<file path="config.mk">
export PLATFORM = sky130hd
export DESIGN_NAME = vga_cell_decoder
export DESIGN_NICKNAME = d
export VERILOG_FILES = /design/src/rtl/vga_cell_decoder.sv
export SDC_FILE = /design/constraint.sdc
export NUM_CORES = 1
export LEC_CHECK = 0
export ABC_AREA = 1
export CORE_MARGIN = 8
export CORE_UTILIZATION = 40
export DETAILED_ROUTE_END_ITERATION = 10
export SLEW_MARGIN = 20
export SYNTH_ARGS = -nofsm -noshare
export SYNTH_HDL_FRONTEND = slang
export SYNTH_SLANG_ARGS = --single-unit
</file>
<file path="constraint.sdc">
create_clock -name clk -period 14.5 [get_ports clk]
set_clock_uncertainty 0.2 [all_clocks]
set_input_delay 2.175 -clock clk [delete_from_list [all_inputs] [get_ports clk]]
set_output_delay 2.175 -clock clk [all_outputs]
set_load 0.01 [all_outputs]
</file>
<file path="src/rtl/vga_cell_decoder.sv">
// vga_cell_decoder: 3-stage raster-pixel to board-cell decoder with Connect Four board storage and colour lookup
module vga_cell_decoder #(
   parameter int GRID_LENGTH  = 2,
   parameter int BLOCK_LENGTH = 4,
   parameter int NUM_COLS     = 7,
   parameter int NUM_ROWS     = 6,
   parameter int COORD_W      = 11
) (
   input  logic               clk,
   input  logic               reset,
   input  logic               in_valid,
   input  logic [COORD_W-1:0] in_x,
   input  logic [COORD_W-1:0] in_y,
   input  logic               wr_en,
   input  logic [2:0]         wr_location,
   input  logic [2:0]         wr_height,
   input  logic               wr_player,
   input  logic               clear,
   output logic               out_valid,
   output logic [COORD_W-1:0] out_x,
   output logic [COORD_W-1:0] out_y,
   output logic               out_hit,
   output logic [2:0]         out_location,
   output logic [2:0]         out_decoded_height,
   output logic [3:0]         out_pixel_count,
   output logic [2:0]         colour
);
   localparam int PITCH = GRID_LENGTH + BLOCK_LENGTH;
   localparam int NCELL = NUM_COLS * NUM_ROWS;
   localparam int X_END = GRID_LENGTH + NUM_COLS * PITCH;
   localparam int Y_END = GRID_LENGTH + NUM_ROWS * PITCH;

   // Compare against a constant ladder of block bases; returns {in_block, index[2:0], offset[1:0]}
   function automatic logic [5:0] f_decode(input logic [COORD_W-1:0] v, input int n);
      logic [5:0]         r;
      logic [COORD_W-1:0] base;
      r = '0;
      for (int i = 0; i < 8; i++) begin
         base = COORD_W'(GRID_LENGTH + i * PITCH);
         if (i < n && v >= base && v < base + COORD_W'(BLOCK_LENGTH))
            r = {1'b1, 3'(i), 2'(v - base)};
      end
      return r;
   endfunction

   function automatic logic [5:0] f_idx(input logic [2:0] loc, input logic [2:0] h);
      return 6'(loc) * 6'(NUM_ROWS) + 6'(h);
   endfunction

   logic               r1_valid, r1_xreg;
   logic [COORD_W-1:0] r1_x, r1_y;
   logic [5:0]         r1_xd;
   logic               r2_valid, r2_xreg, r2_yreg;
   logic [COORD_W-1:0] r2_x, r2_y;
   logic [5:0]         r2_xd, r2_yd;
   logic [NCELL-1:0]   r_occ, r_own;
   logic [5:0]         w_xd, w_yd, w_rd_idx, w_wr_idx;
   logic               w_hit, w_region, w_wr_ok;
   logic [2:0]         w_colour;

   assign w_xd     = f_decode(in_x, NUM_COLS);
   assign w_yd     = f_decode(r1_y, NUM_ROWS);
   assign w_region = r2_xreg & r2_yreg;
   assign w_hit    = r2_xd[5] & r2_yd[5] & w_region;
   assign w_rd_idx = f_idx(r2_xd[4:2], r2_yd[4:2]);
   assign w_wr_idx = f_idx(wr_location, wr_height);
   assign w_wr_ok  = wr_en & (wr_location < 3'(NUM_COLS)) & (wr_height < 3'(NUM_ROWS));

   // Gap inside the board paints blue; empty cells and off-board pixels paint black
   always_comb
      w_colour = !w_region ? 3'b000 :
                 !w_hit ? 3'b001 :
                 r_occ[w_rd_idx] ? {1'b1, r_own[w_rd_idx], 1'b0} : 3'b000;

   // Stage 1: horizontal decode
   always_ff @(posedge clk or posedge reset)
      if (reset) begin
         r1_valid <= 1'b0;
         r1_x     <= '0;
         r1_y     <= '0;
         r1_xd    <= '0;
         r1_xreg  <= 1'b0;
      end else begin
         r1_valid <= in_valid;
         r1_x     <= in_x;
         r1_y     <= in_y;
         r1_xd    <= w_xd;
         r1_xreg  <= in_x < COORD_W'(X_END);
      end

   // Stage 2: vertical decode
   always_ff @(posedge clk or posedge reset)
      if (reset) begin
         r2_valid <= 1'b0;
         r2_x     <= '0;
         r2_y     <= '0;
         r2_xd    <= '0;
         r2_xreg  <= 1'b0;
         r2_yd    <= '0;
         r2_yreg  <= 1'b0;
      end else begin
         r2_valid <= r1_valid;
         r2_x     <= r1_x;
         r2_y     <= r1_y;
         r2_xd    <= r1_xd;
         r2_xreg  <= r1_xreg;
         r2_yd    <= w_yd;
         r2_yreg  <= r1_y < COORD_W'(Y_END);
      end

   // Stage 3: board lookup and registered outputs; decode fields are zeroed off-block
   always_ff @(posedge clk or posedge reset)
      if (reset) begin
         out_valid          <= 1'b0;
         out_x              <= '0;
         out_y              <= '0;
         out_hit            <= 1'b0;
         out_location       <= '0;
         out_decoded_height <= '0;
         out_pixel_count    <= '0;
         colour             <= '0;
      end else begin
         out_valid          <= r2_valid;
         out_x              <= r2_x;
         out_y              <= r2_y;
         out_hit            <= w_hit;
         out_location       <= w_hit ? r2_xd[4:2] : 3'd0;
         out_decoded_height <= w_hit ? r2_yd[4:2] : 3'd0;
         out_pixel_count    <= w_hit ? {r2_yd[1:0], r2_xd[1:0]} : 4'd0;
         colour             <= w_colour;
      end

   // Board state; clear beats a same-cycle write, and a write lands after the lookup that shares its cycle
   always_ff @(posedge clk or posedge reset)
      if (reset) begin
         r_occ <= '0;
         r_own <= '0;
      end else if (clear) begin
         r_occ <= '0;
         r_own <= '0;
      end else if (w_wr_ok) begin
         r_occ[w_wr_idx] <= 1'b1;
         r_own[w_wr_idx] <= wr_player;
      end
endmodule

</file>
==> results.md <==
* Worst min-delay path category: reg -> reg
* Setup WS pre-CTS at 9.361 ns
* Most common cell after layout, fill and taps aside: nand2_1
* Setup ws final at 9.777 ns
* Cell taking the most area after synthesis: dfrtp_1
* Final Cycle Share at 0.3257
* Drt first-iter violations at 354
* Gr usage total at 0.1639
* Mapped Nets at 970
* Critical path type: in -> reg
* Vias post-DR at 6,083
* Worst path cell trace: clkdlybuf4s50_1, ha_1, inv_1, fa_1, nor2_1, nor2_4, inv_1, nand3_2, nor2_1, o21ai_0, nor2_1
* Inserted Clock Buffers at 17
* Mapped Area at 8046 um^2
* Min-delay src: r1_xd[1]$_DFF_PP0_
* Average routed wire per standard cell at 14.91 um
* Vias per inst at between 4 and 5
* DR DRC count at 0
* R2R Setup Slk at 11.15 ns
* Switch share at 0.2722
* Distinct cells, synth at 35
* Worst skew pair latency at 0.43 ns
* Relative slew slack at 0.3717
* Routed WL at 18.90 mm
* Worst path buffer plus inverter count at 3
* Placed cell areas at 8995 um^2
* Clock Path Buffers at 2
* Post-CTS sizing at 0
* H-tree depth at 4
* Psw at 0.3075 mW
* DR pass1 iterations at 7
* Most frequent CP cell: nor2_1
* PwrDens at approximately 120 nW/um^2
* Nets at approximately 1,000
* Sink Count at 188
* Syn Area/Cell at 8.737 um^2
* Register area at 4705 um^2
* Peak supply drop at 0.00008000 V
* Period minus WS final at 4.723 ns
* Die width at ~160 um
* HPWL Detailed at roughly 12 mm
* Reg-to-reg critical path startpoint: r2_xd[2]$_DFF_PP0_
* Multi-input logic area at 2768 um^2
* Die area at 24,910 um^2
* Count of final max-slew check failures at 0
* Post-route ant nets at 0
* CP startpoint kind: input port
* Total power at approximately 1.1 mW
* Path depth of the worst reg2reg path at 11
* Setup Viol. Count Final at 0
* Setup Buffers After CTS at 0
* I/O Buffers at 70
* Total of max-cap violations at 0
* Final Instance Area at 9641 um^2
* Worst slew pin tran at 0.9424 ns
* RSZ-0062 raised after global routing: false
* Achievable clock frequency at 211.7 MHz
* I/O pins at 71
* Gr ovfl total at 0
* Vias in the first global route at 6,210
* Setup TNS at 0 ns
* Filler Cells Inserted at 1,920
* CP top delay family: simple AND/OR/NAND/NOR gates
* Synth Instances at ~920
* Reg2reg end: colour[1]$_DFF_PP0_
* Post-synthesis sequential area ratio at 0.5847
* CP max stage delay at 0.53 ns
* Ant. Diodes at 0
* CP max FO at 8
* Run status: complete, no violations
* Final core occ at 0.4826
* FF+latch count, synth at around 190
* Commonest non-fill, non-tap cells in the layout: nand2_1 (194), dfrtp_1 (188), nor2_1 (173), inv_1 (111), nand3_1 (79)
* CTS clk-pin slew, worst paths at approximately 0.080 ns
* CTS tree: built
* Int Pwr at 0.8223 mW
* Fraction of layout cells with a size suffix above 1 at 0.05611
* Slowest cell on the critical path: clkdlybuf4s50_1
* Largest net degree at the start of global routing at between 100 and 150
* CP Capture Type: flip-flop
* Die height at between 150 and 200 um
* Syn-to-layout area delta at 19.81%
* Hold depth at 0
* Gate power share at 0.083
* Root Driver: clkbuf_16
* Clk pwr share at 0.436
* # hold bufs at CTS at 0
* Rows at 52
* Lkg Pwr at 4.604 nW
* Seq pwr share at 0.481
* WP data required at between 10 and 15 ns
* Core area at 19,970 um^2
* Global-route wire length before repair at 31.72 mm
* Antenna violations before repair at 0
* Final GP Congestion at between 0.8 and 0.9
* Hold Crit Endpoint: r2_xd[1]$_DFF_PP0_
* Area contributors post-synth: dfrtp_1 (58%), nand2_1 (9.0%), nor2_1 (8.1%), inv_1 (5.2%), nand3_1 (4.9%)
* Hold Fails Final Rpt at 0
* Synth warnings at 0
* Share of the synthesized area in the top cell type at 0.5847
* Worst Path Arrival at 4.89 ns
* Initial cell density of the core at 0.4028
==> power by group through the flow <==
| stage | combinational [mW] | sequential (mW) | clock [mW] |
|---|---|---|---|
| floorplan | 0.0592 | 0.554 | 0 |
| global placement | 0.0941 | 0.553 | 0 |
| detailed placement | 0.0948 | 0.553 | 0 |
| CTS | 0.0951 | 0.543 | 0.505 |
| global route | 0.106 | 0.545 | 0.526 |
| finish | 0.0938 | 0.543 | 0.493 |
==> stage by stage <==
stage	hold slack (ns)	cells
after CTS	0.1520	1268
after detailed placement	0.1347	1236
final	0.1513	1268
after global routing	0.1569	1268
after global placement	0.1314	1236
after floorplan	0.1312	921
==> cells in the mapped netlist (all sizes together) <==
master  number
or2          1
ha          11
and2         1
a211oi       1
a31oi        1
o21a         2
dfrtp      188
nand4        7
o22ai        3
a21oi       32
fa           4
nor2       180
xnor2        3
a21o         1
nand2      196
xor2         2
nand3       82
clkbuf      16
o21ai       36
inv        114
nor3        23
nand3b       1
buf         15
clkinv       1
==> final cells by class <==
class | count | area share
Multi-Input combinational cell | 587 | 0.2871
Sequential cell | 188 | 0.4880
Timing Repair Buffer | 76 | 0.07735
Tap cell | 270 | 0.03504
Inverter | 115 | 0.04555
Clock inverter | 15 | 0.02284
Clock buffer | 17 | 0.04413
==> logic make-up (layout without fill, tap and decap cells) <==
| kind of cell | Yosys count | in the layout | synth area share |
|---|---|---|---|
| simple gates | 491 | 491 | 0.2577 |
| flops | 188 | 188 | 0.5847 |
| xor+xnor | 5 | 5 | 0.01011 |
| compound gates | 76 | 76 | 0.04914 |
| fa+ha+maj | 15 | 15 | 0.02706 |
| buf+inv | 146 | 223 | 0.07137 |
==> sequential cells by signal, indices dropped and copies added, names as in the netlist, 6 cells and up <==
signal / count
out_y: 11
r_occ: 42
r1_x: 11
r2_y: 11
r1_xd: 6
r2_xd: 6
r2_yd: 6
r2_x: 11
r1_y: 11
out_x: 11
r_own: 42
==> per-layer routing <==
layer	up-vias	global-route usage	share of wire
met4	0	0.04442	0.014
met1	2921	0.2156	0.46
met2	145	0.2647	0.48
met5	-	0	0
li1	2997	-	-
met3	20	0.04095	0.048
==> how the worst max path moves through the flow <==
stage,startpoint,end,depth (start not counted)
final,wr_location[1],r_own[5]$_DFFE_PP0P_,11
after global placement,wr_location[1],r_own[3]$_DFFE_PP0P_,11
after detailed placement,wr_location[1],r_own[16]$_DFFE_PP0P_,13
after floorplan,reset,colour[0]$_DFF_PP0_,1
after CTS,wr_location[1],r_own[36]$_DFFE_PP0P_,11
after global routing,wr_location[1],r_own[35]$_DFFE_PP0P_,12
(Power assumes the default switching activity.)
